File: src/rtl/pwm_duty_decoder.sv
// PWM duty decoder: measures low/high phase lengths of an async PWM input.
// Publishes one result per period and flags a stuck input after a timeout.
module pwm_duty_decoder #(
  parameter int unsigned TIMEOUT = 1023
) (
  input  logic        CLK,
  input  logic        RST_N,
  input  logic        EN,
  input  logic        SIGNAL,
  output logic [7:0]  DUTY,
  output logic [9:0]  HIGH_CNT,
  output logic [10:0] PERIOD,
  output logic        VALID,
  output logic        STUCK,
  output logic        LEVEL
);

  typedef enum logic [1:0] {
    ST_IDLE,
    ST_MEAS_LOW,
    ST_MEAS_HIGH
  } state_t;

  localparam logic [9:0] LP_TO  = 10'(TIMEOUT);
  localparam logic [9:0] LP_MAX = 10'h3FF;

  logic        r_rst_meta;
  logic        r_rst_sync;
  logic        w_rst_n;

  logic        r_meta;
  logic        r_s;
  logic        r_s_d;
  logic [2:0]  r_prime;
  logic        w_fall;
  logic        w_rise;

  state_t      r_state;
  logic [9:0]  r_idle_cnt;
  logic [9:0]  r_low_cnt;
  logic [9:0]  r_high_cnt;

  logic [7:0]  r_duty;
  logic [9:0]  r_high;
  logic [10:0] r_period;
  logic        r_valid;
  logic        r_stuck;
  logic        r_level;

  logic [9:0]  w_cnt_act;
  logic        w_exit_edge;
  logic        w_timeout;

  function automatic logic [9:0] sat_inc(input logic [9:0] v);
    return (v == LP_MAX) ? v : v + 10'd1;
  endfunction

  // Reset asserts at once, releases two clocks later.
  always_ff @(posedge CLK or negedge RST_N) begin
    if (!RST_N) begin
      r_rst_meta <= 1'b0;
      r_rst_sync <= 1'b0;
    end else begin
      r_rst_meta <= 1'b1;
      r_rst_sync <= r_rst_meta;
    end
  end

  assign w_rst_n = r_rst_sync;

  always_ff @(posedge CLK or negedge w_rst_n) begin
    if (!w_rst_n) begin
      r_meta  <= 1'b1;
      r_s     <= 1'b1;
      r_s_d   <= 1'b1;
      r_prime <= 3'b000;
    end else begin
      r_meta  <= SIGNAL;
      r_s     <= r_meta;
      r_s_d   <= r_s;
      r_prime <= {r_prime[1:0], 1'b1};
    end
  end

  // Edges count only once s_d holds a real sample, not the reset value.
  assign w_fall = r_prime[2] & r_s_d & ~r_s;
  assign w_rise = r_prime[2] & ~r_s_d & r_s;

  always_comb begin
    w_cnt_act   = r_idle_cnt;
    w_exit_edge = w_fall;
    unique case (r_state)
      ST_MEAS_LOW: begin
        w_cnt_act   = r_low_cnt;
        w_exit_edge = w_rise;
      end
      ST_MEAS_HIGH: begin
        w_cnt_act   = r_high_cnt;
        w_exit_edge = w_fall;
      end
      default: begin
        w_cnt_act   = r_idle_cnt;
        w_exit_edge = w_fall;
      end
    endcase
  end

  assign w_timeout = ~w_exit_edge & (w_cnt_act >= LP_TO);

  always_ff @(posedge CLK or negedge w_rst_n) begin
    if (!w_rst_n) begin
      r_state    <= ST_IDLE;
      r_idle_cnt <= '0;
      r_low_cnt  <= '0;
      r_high_cnt <= '0;
      r_duty     <= '0;
      r_high     <= '0;
      r_period   <= '0;
      r_valid    <= 1'b0;
      r_stuck    <= 1'b0;
      r_level    <= 1'b0;
    end else begin
      r_valid <= 1'b0;
      if (!EN) begin
        r_state    <= ST_IDLE;
        r_idle_cnt <= '0;
        r_low_cnt  <= '0;
        r_high_cnt <= '0;
      end else if (w_timeout) begin
        r_state    <= ST_IDLE;
        r_idle_cnt <= '0;
        r_low_cnt  <= '0;
        r_high_cnt <= '0;
        // A stuck report is issued once until a real period arrives.
        if (!r_stuck) begin
          r_duty   <= r_s ? 8'd0 : 8'd255;
          r_high   <= '0;
          r_period <= '0;
          r_stuck  <= 1'b1;
          r_level  <= r_s;
          r_valid  <= 1'b1;
        end
      end else begin
        unique case (r_state)
          ST_IDLE: begin
            if (w_fall) begin
              r_idle_cnt <= '0;
              r_low_cnt  <= 10'd1;
              r_state    <= ST_MEAS_LOW;
            end else begin
              r_idle_cnt <= sat_inc(r_idle_cnt);
            end
          end
          ST_MEAS_LOW: begin
            if (w_rise) begin
              r_high_cnt <= 10'd1;
              r_state    <= ST_MEAS_HIGH;
            end else begin
              r_low_cnt <= sat_inc(r_low_cnt);
            end
          end
          ST_MEAS_HIGH: begin
            if (w_fall) begin
              r_duty     <= (r_low_cnt > 10'd255) ? 8'd255
                                                  : r_low_cnt[7:0];
              r_high     <= r_high_cnt;
              r_period   <= {1'b0, r_low_cnt} + {1'b0, r_high_cnt};
              r_stuck    <= 1'b0;
              r_valid    <= 1'b1;
              r_low_cnt  <= 10'd1;
              r_high_cnt <= '0;
              r_state    <= ST_MEAS_LOW;
            end else begin
              r_high_cnt <= sat_inc(r_high_cnt);
            end
          end
          default: begin
            r_state <= ST_IDLE;
          end
        endcase
      end
    end
  end

  assign DUTY     = r_duty;
  assign HIGH_CNT = r_high;
  assign PERIOD   = r_period;
  assign VALID    = r_valid;
  assign STUCK    = r_stuck;
  assign LEVEL    = r_level;

endmodule

File: config.mk
export PLATFORM = sky130hd
export DESIGN_NAME = pwm_duty_decoder
export DESIGN_NICKNAME = d
export VERILOG_FILES = /design/src/rtl/pwm_duty_decoder.sv
export SDC_FILE = /design/constraint.sdc
export NUM_CORES = 1
export LEC_CHECK = 0
export BUFFER_PORTS_ARGS = -buffer_cell sky130_fd_sc_hd__buf_2
export CORE_MARGIN = 2
export CORE_UTILIZATION = 60
export CTS_CLUSTER_DIAMETER = 100
export DETAILED_ROUTE_END_ITERATION = 10
export MAX_ROUTING_LAYER = met4
export PLACE_DENSITY = 0.84
export SETUP_SLACK_MARGIN = 0.15
export SLEW_MARGIN = 20
export SYNTH_ARGS = -nofsm -noshare
export SYNTH_HDL_FRONTEND = slang
export SYNTH_SLANG_ARGS = --single-unit
File: constraint.sdc
create_clock -name CLK -period 4.95 [get_ports CLK]
set_clock_uncertainty 0.15 [all_clocks]
set_input_delay 1.485 -clock CLK [delete_from_list [all_inputs] [get_ports CLK]]
set_output_delay 1.485 -clock CLK [all_outputs]
set_load 0.1 [all_outputs]
==> results of run 1 <==
## power by group through the flow
stage / clock network, uW / registers [uW] / logic (uW)
final: 665 / 606 / 61.7
after CTS: 670 / 605 / 62.0
after detailed placement: 0 / 617 / 61.7
after floorplan: 0 / 627 / 35.6
after global routing: 692 / 607 / 68.7
after global placement: 0 / 616 / 59.5
## stage by stage
step / util, % / power, uW / setup WS, ns
after floorplan: - / 662 / 2.05
after global placement: 65.9 / 676 / 1.77
after detailed placement: 65.9 / 679 / 1.74
after CTS: 70.3 / 1340 / 1.79
after global routing: 70.3 / 1370 / 1.52
final: 70.3 / 1330 / 1.77
## sequential cells by signal, summed over array words and instances (netlist names), 2 cells and up
register    count
r_idle_cnt     10
PERIOD         11
r_state         2
DUTY            8
HIGH_CNT       10
r_high_cnt     10
r_prime         3
r_low_cnt      10
## area by class of cell
type,instances,area share (%)
repair buffers,37,4.21
well taps,77,2.13
clock buffers,10,2.83
inverters,13,1.08
flip-flops and latches,72,40.0
clock inverters,6,3.44
multi-input cells,309,46.3
## logic make-up after synthesis
kind of cell / Yosys count / share of synthesized area, %
and+or+nand+nor: 153 / 19.7
buffers and inverters: 36 / 4.02
xor gates and xnor gates: 8 / 1.73
muxes: 2 / 0.525
DFF: 72 / 44.6
other: 1 / 0.0926
adders and majority gates: 17 / 5.44
AOI/OAI and AO/OA: 127 / 23.9
## layout by cell type (no fill, tap or decap), types with 5 or more instances in the layout
cell / Yosys / final
nor2_1: 34 / 34
o211ai_1: 5 / 5
ha_1: 16 / 16
a221o_1: 8 / 8
or3_1: 11 / 11
nand3b_1: 7 / 7
dfrtp_1: 69 / 68
o221ai_2: 9 / 9
nand3_1: 19 / 19
nor3_1: 7 / 7
clkbuf_8: 0 / 9
xnor2_1: 6 / 6
bufinv_16: 0 / 5
inv_1: 13 / 13
nor2b_1: 5 / 5
a22o_1: 22 / 22
o21ai_0: 30 / 30
buf_2: 4 / 35
and3_1: 9 / 9
nand2_1: 35 / 35
a21oi_1: 21 / 20
a22oi_1: 8 / 8
## path summary, 6_finish.rpt
path / from / end / slack (ns) / cells past startpoint
worst max-delay path: r_state[1] / DUTY[1] / 1.77 / 8
worst min-delay path: r_prime[1] / r_prime[2] / 0.20 / 0
worst max register to register: r_state[1] / DUTY[1] / 1.77 / 8
worst min register to register: r_prime[1] / r_prime[2] / 0.20 / 0
max in group asynchronous: r_rst_sync / r_low_cnt[4] / 3.75 / 1
min in group asynchronous: r_rst_sync / HIGH_CNT[1] / 0.33 / 1
## critical path: stages, from the launching register on
cell and delay [ns]:
dfrtp_1 0.41, inv_1 0.09, ha_1 0.43, and4bb_1 0.28, nor4_1 0.29, nor3b_2 0.34, a21oi_1 0.13, and2_1 0.48
a221o_1 0.46
## routing by layer
layer | vias up | track usage (%) | routed length, um
li1 | 1597 | - | -
met1 | 1703 | 34.2 | 4140
met2 | 125 | 42.8 | 4530
met3 | 20 | 4.43 | 494
met4 | 0 | 12.7 | 170
met5 | - | - | 0
==> impl_metrics.toml, run 1 <==
[route]
drt.antenna.violating_nets = 0
wl_mm = 9.34
drtPass1Iterations = 5
via_per_inst = 6.57
wl_per_cell_um = 17.8
drt_iter0_markers = 323
vias = 3445
drc = 0

[final_layout]
drive_gt1_share_pct = 17.2
layout.nets = 463
syn_to_final_growth_pct = 11.5
seq_area_mm2 = 0.00181
antenna_cells = 0
stdcell_count = 524
fillers = 474
design_area_mm2 = 0.00451
multiInputGateArea_mm2 = 0.00209

[worst_setup_path]
cp-end-kind = "flop"
worst-setup-path-type = "flop to flop"
worstPathArrival_ns = 3.27
start_kind = "flop"
required_ns = 5.04
crit_fanout = 29

[cts]
clk_pin_slew_ns = 0.08
cts-hold-fix-buffers = 0
cts_tree = "yes"
cts_resized = 0
cts_buffer_depth = 2
htreeDepth = 3
cts_buffers = 9
post_cts_buffers = 0
clk-insertion-delay-late_ns = 0.36
cts.sink_count = 72
clockRootBuffer = "clkbuf_8"

[global_routing]
antenna_found_initial = 0
gr-usage-all-layers_pct = 27.1
grt-ovfl-total = 0
grt_max_degree = 71
grt_pass1_wl_mm = 15.4
grt_pass1_vias = 3260

[power_and_ir_drop]
p_per_area_mw_per_mm2 = 295
swShare_pct = 21.2
switchingPower_uw = 283
total_leakage_power_uw = 0.00214
p_seq_share_pct = 45.5
power_frac_clock_pct = 49.9
peakVddDrop_uv = 202
internal-power_uw = 1050
combPwrFrac_pct = 4.6

[sta]
worst_slew_pin_slew_ns = 1.00
setup_tns_ns = 0
fin_crit_ns = 3.18
max_freq_mhz = 314
setup_viol = 0
hold_viol = 0
grt_setup_unrepaired = "no"
finalCritPeriodShare_pct = 64.3
slew_violations = 0
slew_headroom_pct = 33.0
whs_ns = 0.205

[placement]
place_area_mm2 = 0.00423
dp_hpwl_mm = 6.07
place.gp.congestion = 0.892
dp_cells = 508
io_buffers = 35

[synthesis]
synth-main-ff-cell = "dfrtp_1"
synthTopCellsByCount = "69 x dfrtp_1, 35 x nand2_1, 34 x nor2_1, 30 x o21ai_0, 22 x a22o_1"
syn_area_per_cell_um2 = 9.73
syn_inst = 416
netlist_area_mm2 = 0.00405
yosysWarnings = 0
synth_edf_count = 0
yosysMostFrequentCell = "dfrtp_1"
ys_seq_elements = 72
synthArstFlopShare_pct = 100
ys_seq_area_share_pct = 44.6
ys_types = 57
synth.top_cell.area_share_pct = 42.6
yosysTopAreaCell = "dfrtp_1"
synthTopCellsByArea = "dfrtp_1 43%, ha_1 4.9%, a22o_1 4.8%, o21ai_0 3.7%, o221ai_2 3.3%"

[floorplanning]
io_pins = 36
die_y_um = 86.1
core-area_mm2 = 0.00642
dieArea_mm2 = 0.00742
initial_core_util_pct = 63.0
die_w_um = 86.1
num_rows = 29

[outcome]
outcome = "finished, final reports clean"

[job]
drv_cap = 0

[min_path]
hold_path.class = "flop to flop"
Power figures use the tool's default switching activity.
==> run 2: changes to the inputs <==
==> constraint.sdc (replaced) <==
create_clock -name CLK -period 3.3 [get_ports CLK]
set_clock_uncertainty 0.15 [all_clocks]
set_input_delay 0.99 -clock CLK [delete_from_list [all_inputs] [get_ports CLK]]
set_output_delay 0.99 -clock CLK [all_outputs]
set_load 0.1 [all_outputs]
==> run 2 against run 1 <==
  * Hold slack lost 0.036 ns
  * Sequential power up 51%
  * Critical path depth increased by 1
  * Sequential cell count unchanged
  * Die area did not move
  * Non-clock buffer count increased by 5
  * Total power is 24% higher
  * Routed wire length increased by 0.57%
  * Global-route usage grew 0.58 points
  * Combinational power grew 44%
  * Clock-buffer cell count unchanged
  * Design area decreased by 1.1%
  * Critical endpoint is now DUTY[2]
  * Largest cell class unchanged
==> impl_metrics.toml, run 2 (synthesis results as in run 1) <==
[outcome]
outcome = "finished, final reports clean"

[sta]
fin_crit_ns = 2.85
worst_slew_pin_slew_ns = 0.691
hold_viol = 0
slew_headroom_pct = 53.9
grt_setup_unrepaired = "no"
layout_setup_ws_ns = 0.452
slew_violations = 0
whs_ns = 0.169
setup_viol = 0
setup_tns_ns = 0
max_freq_mhz = 351
finalCritPeriodShare_pct = 86.3

[floorplanning]
initial_core_util_pct = 63.0
core-area_mm2 = 0.00642
die_y_um = 86.1
io_pins = 36
dieArea_mm2 = 0.00742
die_w_um = 86.1
num_rows = 29

[final_layout]
drive_gt1_share_pct = 18.8
syn_to_final_growth_pct = 10.3
antenna_cells = 0
mostFrequentLayoutCell = "dfrtp_1"
seq_area_mm2 = 0.00181
fillers = 504
layout_common_cells = "68 x dfrtp_1, 35 x nand2_1, 35 x buf_2"
layout.nets = 468
largest_register_ffs = 11
multiInputGateArea_mm2 = 0.00209
design_area_mm2 = 0.00447

[cts]
cts_tree = "yes"
htreeDepth = 3
cts-hold-fix-buffers = 0
clk-insertion-delay-late_ns = 0.36
cts.sink_count = 72
clk_pin_slew_ns = 0.08
cts_buffers = 9
cts_buffer_depth = 2
clockRootBuffer = "clkbuf_8"

[worst_setup_path]
start_kind = "flop"
worst_path_largest_cell_delay_ns = 0.41
cp_num_buf_inv = 2
required_ns = 3.39
crit_fanout = 25
worst-setup-path-type = "flop to flop"
cp-end-kind = "flop"
crit_family = "simple AND/OR/NAND/NOR gates"
crit_path_cell_trace = "inv_1, ha_2, and4bb_1, nor4_1, nor3b_2, a22o_1, a21oi_2, buf_12, a221o_1"
worstPathArrival_ns = 2.94
cp_slowest_cell = "dfrtp_1"

[route]
wl_per_cell_um = 17.8
via_per_inst = 6.60
wl_mm = 9.39
drt_iter0_markers = 322
drt.antenna.violating_nets = 0
vias = 3489
drc = 0
drtPass1Iterations = 5

[job]
drv_cap = 0

[placement]
place.gp.congestion = 0.866
dp_hpwl_mm = 6.56
place_area_mm2 = 0.00428
io_buffers = 35
place_ws_ns = 0.242

[global_routing]
grt-ovfl-total = 0
grt_max_degree = 33
antenna_found_initial = 0
grt_pass1_vias = 3367
grt_pass1_wl_mm = 15.7
gr-usage-all-layers_pct = 27.7

[power_and_ir_drop]
peakVddDrop_uv = 421
p_per_area_mw_per_mm2 = 369
total_leakage_power_uw = 0.00212

[min_path]
hold_path.class = "flop to asynchronous set/reset pin"
==> run 2: where the power goes <==
group,internal [uW],switching (uW),total (uW)
Clock,295,349,645
Sequential,895,20.9,916
Combinational,27.1,61.5,88.6
==> run 2: through the flow <==
step	instances	total power [uW]	util (%)
6_report	529	1650	69.5
4_1_cts	529	1660	69.5
3_3_place_gp	513	1020	66.6
2_1_floorplan	417	994	-
3_5_place_dp	513	1020	66.6
5_1_grt	529	1700	69.5
==> run 2: metal layers <==
layer	GRT usage (%)	up-vias	share of wire, %
met5	-	-	0
met4	10.2	0	1.7
met2	44.0	150	49
met3	5.68	21	6.3
li1	-	1607	-
met1	35.1	1711	43
==> run 2: repair_timing <==
item / 4_1_cts / 5_1_grt
setup endpoints to repair: 0 / 29
resized for setup: 0 / 2
setup buffers: 0 / 0
==> run 2: path summary, 6_finish.rpt <==
| check | startpoint | to | slack [ns] | cells past startpoint |
|---|---|---|---|---|
| max | r_state[1] | DUTY[2] | 0.45 | 9 |
| min | r_rst_sync | HIGH_CNT[2] | 0.17 | 0 |
| max reg2reg | r_state[1] | DUTY[2] | 0.45 | 9 |
| min reg2reg | r_rst_sync | HIGH_CNT[2] | 0.17 | 0 |
| max in group asynchronous | r_rst_sync | r_s_d | 2.07 | 1 |
| min in group CLK | r_rst_meta | r_rst_sync | 0.20 | 0 |
==> run 2: area by class of cell <==
class | count | area share, %
flip-flops and latches | 72 | 40.5
well taps | 77 | 2.16
multi-input cells | 309 | 46.8
clock inverters | 6 | 0.981
clock buffers | 10 | 3.08
inverters | 13 | 1.09
repair buffers | 42 | 5.38
==> run 3: changes to the inputs <==
--- a/config.mk
+++ b/config.mk
@@ -6,12 +6,14 @@
 export NUM_CORES = 1
 export LEC_CHECK = 0
 export BUFFER_PORTS_ARGS = -buffer_cell sky130_fd_sc_hd__buf_2
+export CAP_MARGIN = 20
 export CORE_MARGIN = 2
 export CORE_UTILIZATION = 60
 export CTS_CLUSTER_DIAMETER = 100
 export DETAILED_ROUTE_END_ITERATION = 10
 export MAX_ROUTING_LAYER = met4
 export PLACE_DENSITY = 0.84
+export RECOVER_POWER = 100
 export SETUP_SLACK_MARGIN = 0.15
 export SLEW_MARGIN = 20
 export SYNTH_ARGS = -nofsm -noshare
==> run 3 against run 2 <==
  * Critical path type unchanged
  * Sequential share of layout area grew 0.57 points
  * Utilization shrank 1.0 points
  * Clock power is essentially flat
  * Non-clock buffer count is the same
  * Routed wire length grew 0.38%
  * Sequential power is essentially flat
  * Via count shrank 0.43%
  * Combinational power shrank 3.4%
  * Largest cell class unchanged
  * Die area is the same
  * Critical path depth shrank 1
  * Worst setup slack lost 0.16 ns
==> impl_metrics.toml, run 3 (synthesis results as in run 1) <==
[floorplanning]
die_w_um = 86.1
die_y_um = 86.1
initial_core_util_pct = 63.0
core-area_mm2 = 0.00642
dieArea_mm2 = 0.00742
io_pins = 36
num_rows = 29

[sta]
slew_violations = 0
setup_viol = 0
fin_crit_ns = 3.01
finalCritPeriodShare_pct = 91.2
grt_setup_unrepaired = "no"
hold_viol = 0
slew_headroom_pct = 14.7
setup_tns_ns = 0
max_freq_mhz = 332
worst_slew_pin_slew_ns = 1.28

[route]
via_per_inst = 6.57
drt_iter0_markers = 341
drc = 0
wl_per_cell_um = 17.8
vias = 3474
drtPass1Iterations = 5
wl_mm = 9.43
drt.antenna.violating_nets = 0

[cts]
cts_buffer_depth = 2
clockRootBuffer = "clkbuf_8"
cts_buffers = 9
clk-insertion-delay-late_ns = 0.36
cts-hold-fix-buffers = 0
cts_resized = 0
clk_pin_slew_ns = 0.08
cts_tree = "yes"
htreeDepth = 3
post_cts_buffers = 0
cts.sink_count = 72

[global_routing]
grt_pass1_wl_mm = 15.7
antenna_found_initial = 0
grt_pass1_vias = 3367
grt-ovfl-total = 0
grt_max_degree = 33
gr-usage-all-layers_pct = 27.7

[final_layout]
syn_to_final_growth_pct = 8.68
mostFrequentLayoutCell = "dfrtp_1"
antenna_cells = 0
layout_common_cells = "69 x dfrtp_1, 36 x clkbuf_1, 35 x nand2_1"
drive_gt1_share_pct = 9.96
largest_register_ffs = 11
layout.nets = 468

[power_and_ir_drop]
peakVddDrop_uv = 422
p_seq_share_pct = 55.7
p_per_area_mw_per_mm2 = 374
internal-power_uw = 1210
swShare_pct = 26.1
power_frac_clock_pct = 39.1
power_uw = 1640
total_leakage_power_uw = 0.00197
combPwrFrac_pct = 5.2
switchingPower_uw = 430

[worst_setup_path]
worstPathArrival_ns = 3.13
start_kind = "flop"
required_ns = 3.43
crit_fanout = 12
worst-setup-path-type = "flop to flop"
cp-end-kind = "flop"

[placement]
place.gp.congestion = 0.866
io_buffers = 35
dp_hpwl_mm = 6.56

[outcome]
outcome = "finished, final reports clean"

[min_path]
hold_path.class = "flop to flop"

[job]
drv_cap = 0
run 3: cell types whose count changed in the layout (fill, tap and decap cells not counted), sizes merged:
cell    change
buf        -36
clkbuf     +36
run 3: path summary, 6_finish.rpt:
path,startpoint,end,slack [ns],depth (start not counted)
max in group asynchronous,r_rst_sync,DUTY[2],0.93,1
setup reg to reg,r_state[0],r_low_cnt[1],0.29,8
setup / recovery,r_state[0],r_low_cnt[1],0.29,8
min in group asynchronous,RST_N,r_rst_meta,0.25,1
hold / removal,r_rst_meta,r_rst_sync,0.21,0
hold reg to reg,r_rst_meta,r_rst_sync,0.21,0
run 3: critical path, cell delays in order, from the launching register on:
cell	delay, ns
dfrtp_1	0.43
inv_1	0.11
ha_1	0.35
nand2_2	0.16
o211ai_1	0.14
and3_4	0.21
a211o_4	0.33
or4_1	0.78
o221ai_2	0.27
run 3: stage by stage:
step / utilization, % / instance area, um^2 / cells / setup slack [ns] / hold WS, ns
2_1_floorplan: - / 4050 / 417 / 0.719 / 0.181
3_3_place_gp: 66.6 / 4280 / 513 / 0.437 / 0.178
3_5_place_dp: 66.6 / 4280 / 513 / 0.242 / 0.186
4_1_cts: 69.5 / 4460 / 529 / 0.214 / 0.196
5_1_grt: 68.5 / 4400 / 529 / 0.119 / 0.210
6_report: 68.5 / 4400 / 529 / 0.292 / 0.208
run 3: area by class of cell:
cell class | count | area, um^2
multi-input cells | 309 | 2080
fillers | 540 | 2020
flip-flops and latches | 72 | 1810
repair buffers | 42 | 188
clock buffers | 10 | 138
well taps | 77 | 96.3
inverters | 13 | 48.8
clock inverters | 6 | 43.8
run 3: power groups by stage:
stage / Sequential (uW) / Clock (uW) / Combinational, uW
after global routing: 919 / 687 / 95.4
after CTS: 916 / 656 / 88.6
final: 916 / 643 / 85.6
after floorplan: 940 / 0 / 53.4
after detailed placement: 933 / 0 / 88.0
after global placement: 932 / 0 / 85.2
run 3: per-layer routing:
| layer | GRT usage (%) | routed length [um] |
|---|---|---|
| met1 | 35.1 | 4050 |
| met4 | 10.2 | 176 |
| met3 | 5.68 | 613 |
| met5 | - | 0 |
| met2 | 44.0 | 4580 |
